==> src/rtl/pulse1_reg_iface_if.sv <==
// CPU byte-bus bundle for the pulse channel 1 register block.
// The master drives address, data and strobes; the slave returns registered read data.
interface pulse1_reg_iface_if;
    logic [7:0] addr;
    logic [7:0] wdata;
    logic       wr;
    logic       rd;
    logic [7:0] rdata;

    modport master (output addr, output wdata, output wr, output rd, input rdata);
    modport slave  (input addr, input wdata, input wr, input rd, output rdata);
endinterface

==> src/rtl/pulse1_reg_iface.sv <==
// Register front end for pulse channel 1: NR10-NR14/NR52 decode, trigger pulse generation
// and the frame-sequencer divider that yields clk_256/clk_128/clk_64.
module pulse1_reg_iface #(
    parameter int TRIG_CYCLES = 10,
    parameter int DIV_W       = 22,
    parameter int BIT_256     = 13
) (
    input  logic                  clk,
    input  logic                  reset,
    pulse1_reg_iface_if.slave     bus,
    output logic                  clk_256,
    output logic                  clk_128,
    output logic                  clk_64,
    output logic [2:0]            sweep_period,
    output logic                  negate,
    output logic [2:0]            shift,
    output logic [1:0]            duty_cycle,
    output logic [5:0]            length_load,
    output logic [3:0]            starting_volume,
    output logic                  env_add,
    output logic [2:0]            period,
    output logic [10:0]           freq,
    output logic                  length_enable,
    output logic                  trigger
);

    localparam logic [7:0] TRIG_LOAD = 8'(TRIG_CYCLES);

    logic [2:0]       r_sweep_period;
    logic             r_negate;
    logic [2:0]       r_shift;
    logic [1:0]       r_duty;
    logic [5:0]       r_length_load;
    logic [7:0]       r_nr12;
    logic [10:0]      r_freq;
    logic             r_length_enable;
    logic             r_power;
    logic             r_trigger;
    logic [7:0]       r_trig_cnt;
    logic [DIV_W-1:0] r_div;
    logic [7:0]       r_rdata;

    logic             w_reg_wr;
    logic             w_pwr_wr;
    logic             w_trig_wr;
    logic [7:0]       w_rd_val;
    logic             w_unused_div;

    // Channel registers only accept writes while the APU is powered.
    assign w_reg_wr  = bus.wr && r_power;
    assign w_pwr_wr  = bus.wr && (bus.addr == 8'h26);
    assign w_trig_wr = w_reg_wr && (bus.addr == 8'h14) && bus.wdata[7];

    always_comb begin
        w_rd_val = 8'hFF;
        case (bus.addr)
            8'h10:   w_rd_val = {1'b1, r_sweep_period, r_negate, r_shift};
            8'h11:   w_rd_val = {r_duty, 6'h3F};
            8'h12:   w_rd_val = r_nr12;
            8'h13:   w_rd_val = 8'hFF;
            8'h14:   w_rd_val = {1'b1, r_length_enable, 6'h3F};
            8'h26:   w_rd_val = {r_power, 7'h70};
            default: w_rd_val = 8'hFF;
        endcase
    end

    always_ff @(posedge clk) begin
        if (reset) begin
            r_sweep_period  <= '0;
            r_negate        <= 1'b0;
            r_shift         <= '0;
            r_duty          <= '0;
            r_length_load   <= '0;
            r_nr12          <= '0;
            r_freq          <= '0;
            r_length_enable <= 1'b0;
            r_power         <= 1'b1;
            r_trigger       <= 1'b0;
            r_trig_cnt      <= '0;
            r_div           <= '0;
            r_rdata         <= '0;
        end else begin
            // Read mux uses pre-write register values, so rd+wr in one cycle returns old data.
            if (bus.rd)
                r_rdata <= w_rd_val;

            r_div <= r_power ? r_div + DIV_W'(1) : '0;

            if (w_trig_wr) begin
                r_trig_cnt <= TRIG_LOAD;
                r_trigger  <= 1'b1;
            end else if (r_trig_cnt != 8'd0) begin
                r_trig_cnt <= r_trig_cnt - 8'd1;
                r_trigger  <= (r_trig_cnt > 8'd1);
            end

            if (w_reg_wr) begin
                case (bus.addr)
                    8'h10: begin
                        r_sweep_period <= bus.wdata[6:4];
                        r_negate       <= bus.wdata[3];
                        r_shift        <= bus.wdata[2:0];
                    end
                    8'h11: begin
                        r_duty        <= bus.wdata[7:6];
                        r_length_load <= bus.wdata[5:0];
                    end
                    8'h12: r_nr12 <= bus.wdata;
                    8'h13: r_freq[7:0] <= bus.wdata;
                    8'h14: begin
                        r_freq[10:8]    <= bus.wdata[2:0];
                        r_length_enable <= bus.wdata[6];
                    end
                    default: ;
                endcase
            end

            // Power-down wipes channel state and parks the divider; placed last so it wins.
            if (w_pwr_wr) begin
                r_power <= bus.wdata[7];
                if (!bus.wdata[7]) begin
                    r_sweep_period  <= '0;
                    r_negate        <= 1'b0;
                    r_shift         <= '0;
                    r_duty          <= '0;
                    r_length_load   <= '0;
                    r_nr12          <= '0;
                    r_freq          <= '0;
                    r_length_enable <= 1'b0;
                    r_trigger       <= 1'b0;
                    r_trig_cnt      <= '0;
                    r_div           <= '0;
                end
            end
        end
    end

    assign w_unused_div = ^r_div;

    assign bus.rdata       = r_rdata;
    assign clk_256         = r_div[BIT_256];
    assign clk_128         = r_div[BIT_256+1];
    assign clk_64          = r_div[BIT_256+2];
    assign sweep_period    = r_sweep_period;
    assign negate          = r_negate;
    assign shift           = r_shift;
    assign duty_cycle      = r_duty;
    assign length_load     = r_length_load;
    assign starting_volume = r_nr12[7:4];
    assign env_add         = r_nr12[3];
    assign period          = r_nr12[2:0];
    assign freq            = r_freq;
    assign length_enable   = r_length_enable;
    assign trigger         = r_trigger;

endmodule

==> src/flat_wrapper.sv <==
// flat-port wrapper written by rule: the top's interface ports become plain ports
module pulse1_reg_iface_flat 
#(
    parameter int TRIG_CYCLES = 10,
    parameter int DIV_W       = 22,
    parameter int BIT_256     = 13
)
  (clk, reset, clk_256, clk_128, clk_64, sweep_period, negate, shift, duty_cycle, length_load, starting_volume, env_add, period, freq, length_enable, trigger, bus_addr, bus_wdata, bus_wr, bus_rd, bus_rdata);
  pulse1_reg_iface_if bus_i ();
  input  logic clk;
  input  logic reset;
  output logic clk_256;
  output logic clk_128;
  output logic clk_64;
  output logic [2:0] sweep_period;
  output logic negate;
  output logic [2:0] shift;
  output logic [1:0] duty_cycle;
  output logic [5:0] length_load;
  output logic [3:0] starting_volume;
  output logic env_add;
  output logic [2:0] period;
  output logic [10:0] freq;
  output logic length_enable;
  output logic trigger;
  input wire logic [$bits(bus_i.addr)-1:0] bus_addr;
  input wire logic [$bits(bus_i.wdata)-1:0] bus_wdata;
  input wire logic [$bits(bus_i.wr)-1:0] bus_wr;
  input wire logic [$bits(bus_i.rd)-1:0] bus_rd;
  output wire logic [$bits(bus_i.rdata)-1:0] bus_rdata;
  assign bus_i.addr = bus_addr;
  assign bus_i.wdata = bus_wdata;
  assign bus_i.wr = bus_wr;
  assign bus_i.rd = bus_rd;
  assign bus_rdata = bus_i.rdata;
  pulse1_reg_iface #(.TRIG_CYCLES(TRIG_CYCLES), .DIV_W(DIV_W), .BIT_256(BIT_256)) u_core (.clk(clk), .reset(reset), .bus(bus_i), .clk_256(clk_256), .clk_128(clk_128), .clk_64(clk_64), .sweep_period(sweep_period), .negate(negate), .shift(shift), .duty_cycle(duty_cycle), .length_load(length_load), .starting_volume(starting_volume), .env_add(env_add), .period(period), .freq(freq), .length_enable(length_enable), .trigger(trigger));
endmodule
==> config.mk <==
export PLATFORM = sky130hd
export DESIGN_NAME = pulse1_reg_iface_flat
export DESIGN_NICKNAME = d
export VERILOG_FILES = /design/src/rtl/pulse1_reg_iface_if.sv /design/src/rtl/pulse1_reg_iface.sv /design/src/flat_wrapper.sv
export SDC_FILE = /design/constraint.sdc
export NUM_CORES = 1
export LEC_CHECK = 0
export ABC_AREA = 1
export CAP_MARGIN = 25
export CORE_UTILIZATION = 40
export DETAILED_ROUTE_END_ITERATION = 7
export GPL_ROUTABILITY_DRIVEN = 0
export PLACE_DENSITY = 0.65
export SLEW_MARGIN = 20
export SYNTH_ARGS = -nofsm -noshare
export SYNTH_HDL_FRONTEND = slang
export SYNTH_SLANG_ARGS = --single-unit
==> constraint.sdc <==
create_clock -name clk -period 3.3 [get_ports clk]
set_input_delay 0.495 -clock clk [delete_from_list [all_inputs] [get_ports clk]]
set_output_delay 0.495 -clock clk [all_outputs]
set_load 0.02 [all_outputs]
# After elaboration in Yosys (flattened, before gate mapping)
# Cells that the tools add are included.
# op_classes
reduce_logical	5
magnitude_cmp	1
muxes	45
n_addsub	2
n_eq_ne	6
# ops
operator	count
8-bit two-way mux	9
22-bit two-way mux	3
8-bit by 5-bit equality test with 1-bit output, second input constant	5
8-bit one-hot mux with 5 select lines	1
11-bit two-way mux	3
3-bit two-way mux	9
6-bit two-way mux	4
22-bit by 1-bit adder with 22-bit output, second input constant	1
1-bit two-way mux	12
8-bit by 6-bit equality test with 1-bit output, second input constant	1
8-bit by 1-bit > comparator with 1-bit output, second input constant	1
2-bit two-way mux	4
8-bit nonzero test	1
8-bit by 1-bit subtractor with 8-bit output, second input constant	1
1-bit logical AND	4
# totals
reg_bits	75
out_inout_bits	47
elab_cells	72
input_bits	20

# Depth between registers and ports, before layout
# Gate-level depths: netlist of the first run.
# logic_depth
word_depth	6
depth_mapped	10
mapped_depth_nobuf	9

# Worst setup path after synthesis of the first run
# No wires, ideal clock.
# synth_path
kind	input -> register
start	in bus_addr[6]
end	reg u_core.r_nr12[1]
arrival_time_ns	1.316
n_path_buf	2
stages	8
required_ns	3.178
setup_time_ns	0.122
setup_slack_ns	1.862
path_cell_list	inv_1 > nand2_2 > nor2_1 > nand4_2 > nand2_2 > buf_6 > buf_4 > a21oi_1
# synth_via
elab_chain_len	5
word_cells_on_any_way	7
classes_between	eq/ne (2); mux (4); reduce/logical (1)
# synth_lines
item	line_no	source
start: declaration	flat_wrapper.sv:26	input wire logic [$bits(bus_i.addr)-1:0] bus_addr;
8-bit by 5-bit equality test with 1-bit output	pulse1_reg_iface.sv:98	case (bus.addr)
8-bit two-way mux	pulse1_reg_iface.sv:98	
8-bit two-way mux	pulse1_reg_iface.sv:97	if (w_reg_wr) begin
8-bit two-way mux	pulse1_reg_iface.sv:121	if (!bus.wdata[7]) begin
8-bit two-way mux *	pulse1_reg_iface.sv:119	if (w_pwr_wr) begin
end signal: assignment	pulse1_reg_iface.sv:108	8'h12: r_nr12 <= bus.wdata;
end: declaration	pulse1_reg_iface.sv:34	logic [7:0] r_nr12;
# Mark *: on every way between the ends. The rest lies on a longest branch, timed or not.
# A chain may end at the register's enable or synchronous reset.

# Worst setup path after layout of the first run
# layout_path
start	in bus_addr[6]
end	reg u_core.r_freq[5] (netlist: u_core.freq[5])
# layout_via
elab_chain_len	5
word_cells_on_any_way	7
classes_between	eq/ne (2); mux (4); reduce/logical (1)
# layout_lines
item	line_no	source
8-bit by 5-bit equality test with 1-bit output	pulse1_reg_iface.sv:98	
8-bit two-way mux	pulse1_reg_iface.sv:98	
11-bit two-way mux	pulse1_reg_iface.sv:97	
11-bit two-way mux	pulse1_reg_iface.sv:121	
11-bit two-way mux *	pulse1_reg_iface.sv:119	
end signal: assignment	pulse1_reg_iface.sv:109	8'h13: r_freq[7:0] <= bus.wdata;
end: declaration	pulse1_reg_iface.sv:35	logic [10:0] r_freq;
# Marked as above.

==> metrics.txt, run 1 <==
result of the run=completed; number of buffers inserted to repair setup after CTS=0; relative slew slack=0.629; wire length of the first global-routing pass=13,100 µm; global-route usage over all layers=0.195; area of the mapped netlist=0.00320 mm²; count of buffers from port buffering=66; placed wire-length estimate=5820 µm; number of enable flip-flop cells after synthesis=0; grt ovf=0; most frequent cell after synthesis=sky130_fd_sc_hd__nand2_1; total number of yosys warnings=0; portion of synthesized cell area occupied by the leading cell type=0.432; number of antenna violations at the first check in global routing=0; drc violations=0; Syn-to-layout area delta=30.1%; Arr. time, crit path=2.21 ns; most frequent cell on the critical path=sky130_fd_sc_hd__nand2_2; timing-limited maximum frequency=506 MHz; number of resized instances in the post-cts repair step=0; Main synth FF type=sky130_fd_sc_hd__dfxtp_1; die span in y=91.4 µm; Die Span X=91.4 µm; maximum buffer depth of the clock tree=2; Cells on Worst Hold Path=1; worst skew pair latency=0.35 ns; number of DRC markers in iteration 0=183; largest net degree at the start of global routing=29; biggest cell delay along the critical path=0.43 ns; maximum level of the CTS H-tree=3; Synth top cells by count=sky130_fd_sc_hd__nand2_1 (82), sky130_fd_sc_hd__nor2_1 (73), sky130_fd_sc_hd__dfxtp_1 (69); drt first pass iters=5; CTS Sinks=69; worst-case reg-to-reg path depth=7; Final Hold Violating Endpoints=0; switching part of the total power=0.306; count of nets left with antenna violations after detail routing=0; hold buffer count at cts=0; shortest period the worst path allows=1.98 ns; Worst path slowest cell=sky130_fd_sc_hd__nand2_2; async set-or-reset flop fraction in the synthesized netlist=0; RR Endpoint=u_core.r_trig_cnt[6]$_SDFF_PP0_; Worst Hold Launch=u_core.r_div[0]$_SDFF_PP0_; internal power of the cells=1.52 mW; largest clock skew in the final design=0.00952 ns; Pins Over Slew Limit=0; required time reported for the critical path endpoint=3.53 ns; path length in cells of the critical path=8; Total Nets Final=528; startpoint of the lowest-slack register-to-register path=u_core.r_power$_SDFFE_PP1P_; worst slew pin tran=0.554 ns; Startpoint Class=primary input; endpoint with the worst hold slack=u_core.r_div[0]$_SDFF_PP0_; Synth Area per Inst=7.35 µm²; clock transition time at the flip-flop clock pins of the worst setup and hold paths=0.08 ns; r2r setup slk=1.68 ns; maximum ir drop on the vdd rail=0.268 mV; Syn Inst Count=435; Critical Path Sink Type=flip-flop; max-capacitance violation count=0; cell at the root of the clock tree=sky130_fd_sc_hd__clkbuf_8; #FFs+latches synth=69; Clock Power Share=0.363; setup total negative slack=0 ns; cell breakdown of the critical path=clkdlybuf4s50_1, inv_1, nand2_2, nor2_1, nand4_2, nand2_2, buf_4, a21oi_1; worst hold slack=0.452 ns; wirelength, routed=7820 µm; detail-routed via count per cell=4.98; wire length per cell after detailed routing=12.8 µm; number of antenna repair diodes=0; cells taking the most area after synthesis=sky130_fd_sc_hd__dfxtp_1 (43%), sky130_fd_sc_hd__nand2_1 (9.6%), sky130_fd_sc_hd__nor2_1 (8.6%); final std cell area, no fill=0.00416 mm²; placeable core region=0.00773 mm²; die area=0.00835 mm²; initial core utilization=0.414; I/O pin total=67; total via count in the routed design=3,045; number of buffers created by CTS=9; switching power total=669 µW; biggest area consumer among synthesized cells=sky130_fd_sc_hd__dfxtp_1; count of cell types in the netlist=31; crit-path max FO=27; clock tree from TritonCTS=built; number of buffer and inverter stages on the critical path=3; total power density per cell area=526 mW/mm²; period utilisation layout=0.599; worst min path class=reg2reg; setup repair after global routing missed its margin=false; cell family with the largest share of critical-path delay=simple AND/OR/NAND/NOR gates; category of the critical setup timing path=in2reg; total leakage power=1.68 nW; final setup vio count=0; worst-case setup margin in the final layout=1.32 ns; post-placement worst setup slack=0.963 ns; cell area reported after detailed placement=0.00393 mm²; ratio of cells with drive above 1 in the final layout=0.0845; fraction of power consumed by combinational cells=0.210; sequential share of the synthesized area=0.432; Reg power frac=0.428; via count of the first global-routing pass=2,822; net count after synthesis=459; standard-cell row count=32
[flip-flops by register name (all words and copies together) (netlist names), 2 cells and up]
register,flops
u_core.bus.rdata,8
u_core.duty_cycle,2
u_core.freq,11
u_core.length_load,6
u_core.r_div,16
u_core.r_nr12,8
u_core.r_trig_cnt,8
u_core.shift,3
u_core.sweep_period,3
[per-layer routing]
layer / part of all wire / global-route usage
met5: 0 / 0
met4: 0.012 / 0.0556
met3: 0.046 / 0.0536
met2: 0.47 / 0.324
met1: 0.47 / 0.247
[area by class of cell]
cell class | instances | area (µm²)
fill | 738 | 3570
clock buffer | 9 | 124
inverter | 42 | 158
multi-input combinational | 313 | 1580
timing repair buffer | 69 | 683
tap | 102 | 128
clock inverter | 7 | 105
sequential | 69 | 1380
[cell usage in the layout, fill, tap and decap left out, drive strengths merged]
cell type,count
a21oi,31
bufinv,2
inv,45
nand2,89
nor3,15
clkbuf,9
buf,3
o21ai,22
a31oi,2
ha,4
nand3b,1
clkinvlp,1
nand3,34
nor3b,3
xnor2,4
xor2,9
nand4,12
and2,1
dfxtp,69
clkinv,1
clkdlybuf4s50,66
o31ai,1
nor2,83
o21bai,2
[per-stage QoR]
step,power [mW],instances,utilization
4_1_cts,2.21,611,0.538
3_5_place_dp,1.42,595,0.509
5_1_grt,2.33,611,0.538
6_report,2.19,611,0.538
2_1_floorplan,1.30,435,-
3_3_place_gp,1.41,595,0.509
[worst max-delay path by stage]
stage,end,startpoint,slack (ns)
4_1_cts,u_core.freq[3]$_SDFF_PP0_,bus_addr[6],1.34
6_report,u_core.freq[5]$_SDFF_PP0_,bus_addr[6],1.32
2_1_floorplan,u_core.r_nr12[1]$_SDFF_PP0_,bus_addr[6],1.86
3_3_place_gp,u_core.freq[7]$_SDFF_PP0_,bus_addr[6],1.01
3_5_place_dp,u_core.freq[3]$_SDFF_PP0_,bus_addr[6],0.96
5_1_grt,u_core.r_trig_cnt[4]$_SDFF_PP0_,bus_addr[5],1.18
[power groups by stage]
stage	clock network, mW	registers (mW)	logic (mW)
2_1_floorplan	0	0.965	0.336
3_3_place_gp	0	0.955	0.458
3_5_place_dp	0	0.958	0.463
4_1_cts	0.808	0.938	0.466
5_1_grt	0.849	0.946	0.533
6_report	0.794	0.937	0.459
[cell families (layout without fill, tap and decap cells)]
| group | Yosys count | in the layout | share of synthesized area |
|---|---|---|---|
| xor gates and xnor gates | 13 | 13 | 0.0356 |
| adders and majority gates | 4 | 4 | 0.0157 |
| DFF | 69 | 69 | 0.432 |
| buffers and inverters | 53 | 127 | 0.0732 |
| AOI/OAI and AO/OA | 58 | 58 | 0.0939 |
| and+or+nand+nor | 238 | 238 | 0.350 |
Power figures use the tool's default switching activity.
==> run 2, diff against run 1 <==
- clock period: 3.3 -> 1.9 ns (I/O delays scaled with it)
==> run 2 against run 1 <==
  * Hold slack got worse by 0.0065 ns
  * Setup slack got worse by 1.1 ns
  * Sequential share of layout area fell by 1.1 points
  * Critical path depth fell by 7
  * Critical endpoint is now period[2]
==> metrics.txt, run 2 (synthesis results as in run 1) <==
crit-path max FO=3; I/O pin total=67; maximum ir drop on the vdd rail=0.412 mV; period utilisation layout=0.875; max-capacitance violation count=0; wirelength, routed=8000 µm; cell area reported after detailed placement=0.00406 mm²; relative slew slack=0.773; die area=0.00835 mm²; worst slew pin tran=0.339 ns; largest clock skew in the final design=0.0117 ns; number of DRC markers in iteration 0=116; wire length per cell after detailed routing=12.7 µm; total design power=3.93 mW; wire length of the first global-routing pass=13,400 µm; detail-routed via count per cell=4.88; worst skew pair latency=0.35 ns; final std cell area, no fill=0.00431 mm²; total power density per cell area=913 mW/mm²; Total Nets Final=545; placed wire-length estimate=5960 µm; number of buffers created by CTS=9; maximum buffer depth of the clock tree=2; largest net degree at the start of global routing=13; standard-cell row count=32; maximum level of the CTS H-tree=3; category of the critical setup timing path=reg2out; drc violations=0; worst min path class=reg2reg; drt first pass iters=4; count of nets left with antenna violations after detail routing=0; post-placement worst setup slack=0.0548 ns; Die Span X=91.4 µm; hold buffer count at cts=0; cell breakdown of the critical path=clkdlybuf4s50_1; Pins Over Slew Limit=0; cell at the root of the clock tree=sky130_fd_sc_hd__clkbuf_8; via count of the first global-routing pass=2,914; shortest period the worst path allows=1.66 ns; timing-limited maximum frequency=602 MHz; placeable core region=0.00773 mm²; Syn-to-layout area delta=34.7%; Final Hold Violating Endpoints=0; CTS Sinks=69; number of buffers inserted to repair setup after CTS=0; Worst path slowest cell=sky130_fd_sc_hd__clkdlybuf4s50_1; Critical Path Sink Type=primary output; global-route usage over all layers=0.202; ratio of cells with drive above 1 in the final layout=0.112; register with the most flip-flops=u_core.r_div; total via count in the routed design=3,066; clock tree from TritonCTS=built; required time reported for the critical path endpoint=1.62 ns; number of resized instances in the post-cts repair step=0; number of antenna violations at the first check in global routing=0; initial core utilization=0.414; setup total negative slack=0 ns; final setup vio count=0; number of antenna repair diodes=0; most frequent cells in the layout=sky130_fd_sc_hd__nand2_1 (82), sky130_fd_sc_hd__nor2_1 (73), sky130_fd_sc_hd__dfxtp_1 (69), sky130_fd_sc_hd__clkdlybuf4s50_1 (66), sky130_fd_sc_hd__inv_1 (38); number of buffer and inverter stages on the critical path=1; biggest cell delay along the critical path=0.65 ns; most common cell after layout, fill and taps aside=sky130_fd_sc_hd__nand2_1; cell family with the largest share of critical-path delay=buffers and inverters; flip-flop count of the largest register after layout=16; count of buffers from port buffering=66; setup repair after global routing missed its margin=false; grt ovf=0; worst-case setup margin in the final layout=0.238 ns; result of the run=completed; worst hold slack=0.445 ns; total leakage power=1.77 nW; clock transition time at the flip-flop clock pins of the worst setup and hold paths=0.08 ns; die span in y=91.4 µm; Arr. time, crit path=1.38 ns; Startpoint Class=flip-flop
[run 2: cell type report]
class / instances / area, µm²
clock buffer: 11 / 141
clock inverter: 5 / 106
fill: 715 / 3420
inverter: 42 / 158
multi-input combinational: 313 / 1580
sequential: 69 / 1380
tap: 102 / 128
timing repair buffer: 86 / 811
[run 2: where the power goes]
part | switching (mW) | total [mW] | internal [mW]
logic | 0.485 | 0.825 | 0.340
clock network | 0.565 | 1.48 | 0.913
registers | 0.0718 | 1.63 | 1.56
total | 1.12 | 3.93 | 2.81
[run 2: stage by stage]
step            util  cells
6_report       0.557    628
5_1_grt        0.557    628
4_1_cts        0.557    628
2_1_floorplan      -    435
3_5_place_dp   0.525    612
3_3_place_gp   0.525    612
[run 2: path summary, 6_finish.rpt]
path | end | slack (ns) | startpoint | cells past startpoint
max | period[2] | 0.24 | u_core.r_nr12[2]$_SDFF_PP0_ | 1
min | u_core.r_div[0]$_SDFF_PP0_ | 0.45 | u_core.r_div[0]$_SDFF_PP0_ | 1
max reg2reg | u_core.r_div[14]$_SDFF_PP0_ | 0.40 | u_core.r_div[0]$_SDFF_PP0_ | 8
min reg2reg | u_core.r_div[0]$_SDFF_PP0_ | 0.45 | u_core.r_div[0]$_SDFF_PP0_ | 1
[run 2: layer usage]
| metal | vias up | track usage | wire [µm] |
|---|---|---|---|
| met5 | - | 0 | 0 |
| met4 | 0 | 0.0754 | 123 |
| met3 | 10 | 0.0553 | 482 |
| met2 | 95 | 0.336 | 3780 |
| met1 | 1376 | 0.248 | 3620 |
| li1 | 1585 | - | - |
==> run 3, diff against run 2 <==
- CAP_MARGIN: 25 -> 20
- CORE_MARGIN: default -> 1
==> results of run 3 <==
Same layout as run 2: the final DEF is identical, and so are final timing and power.
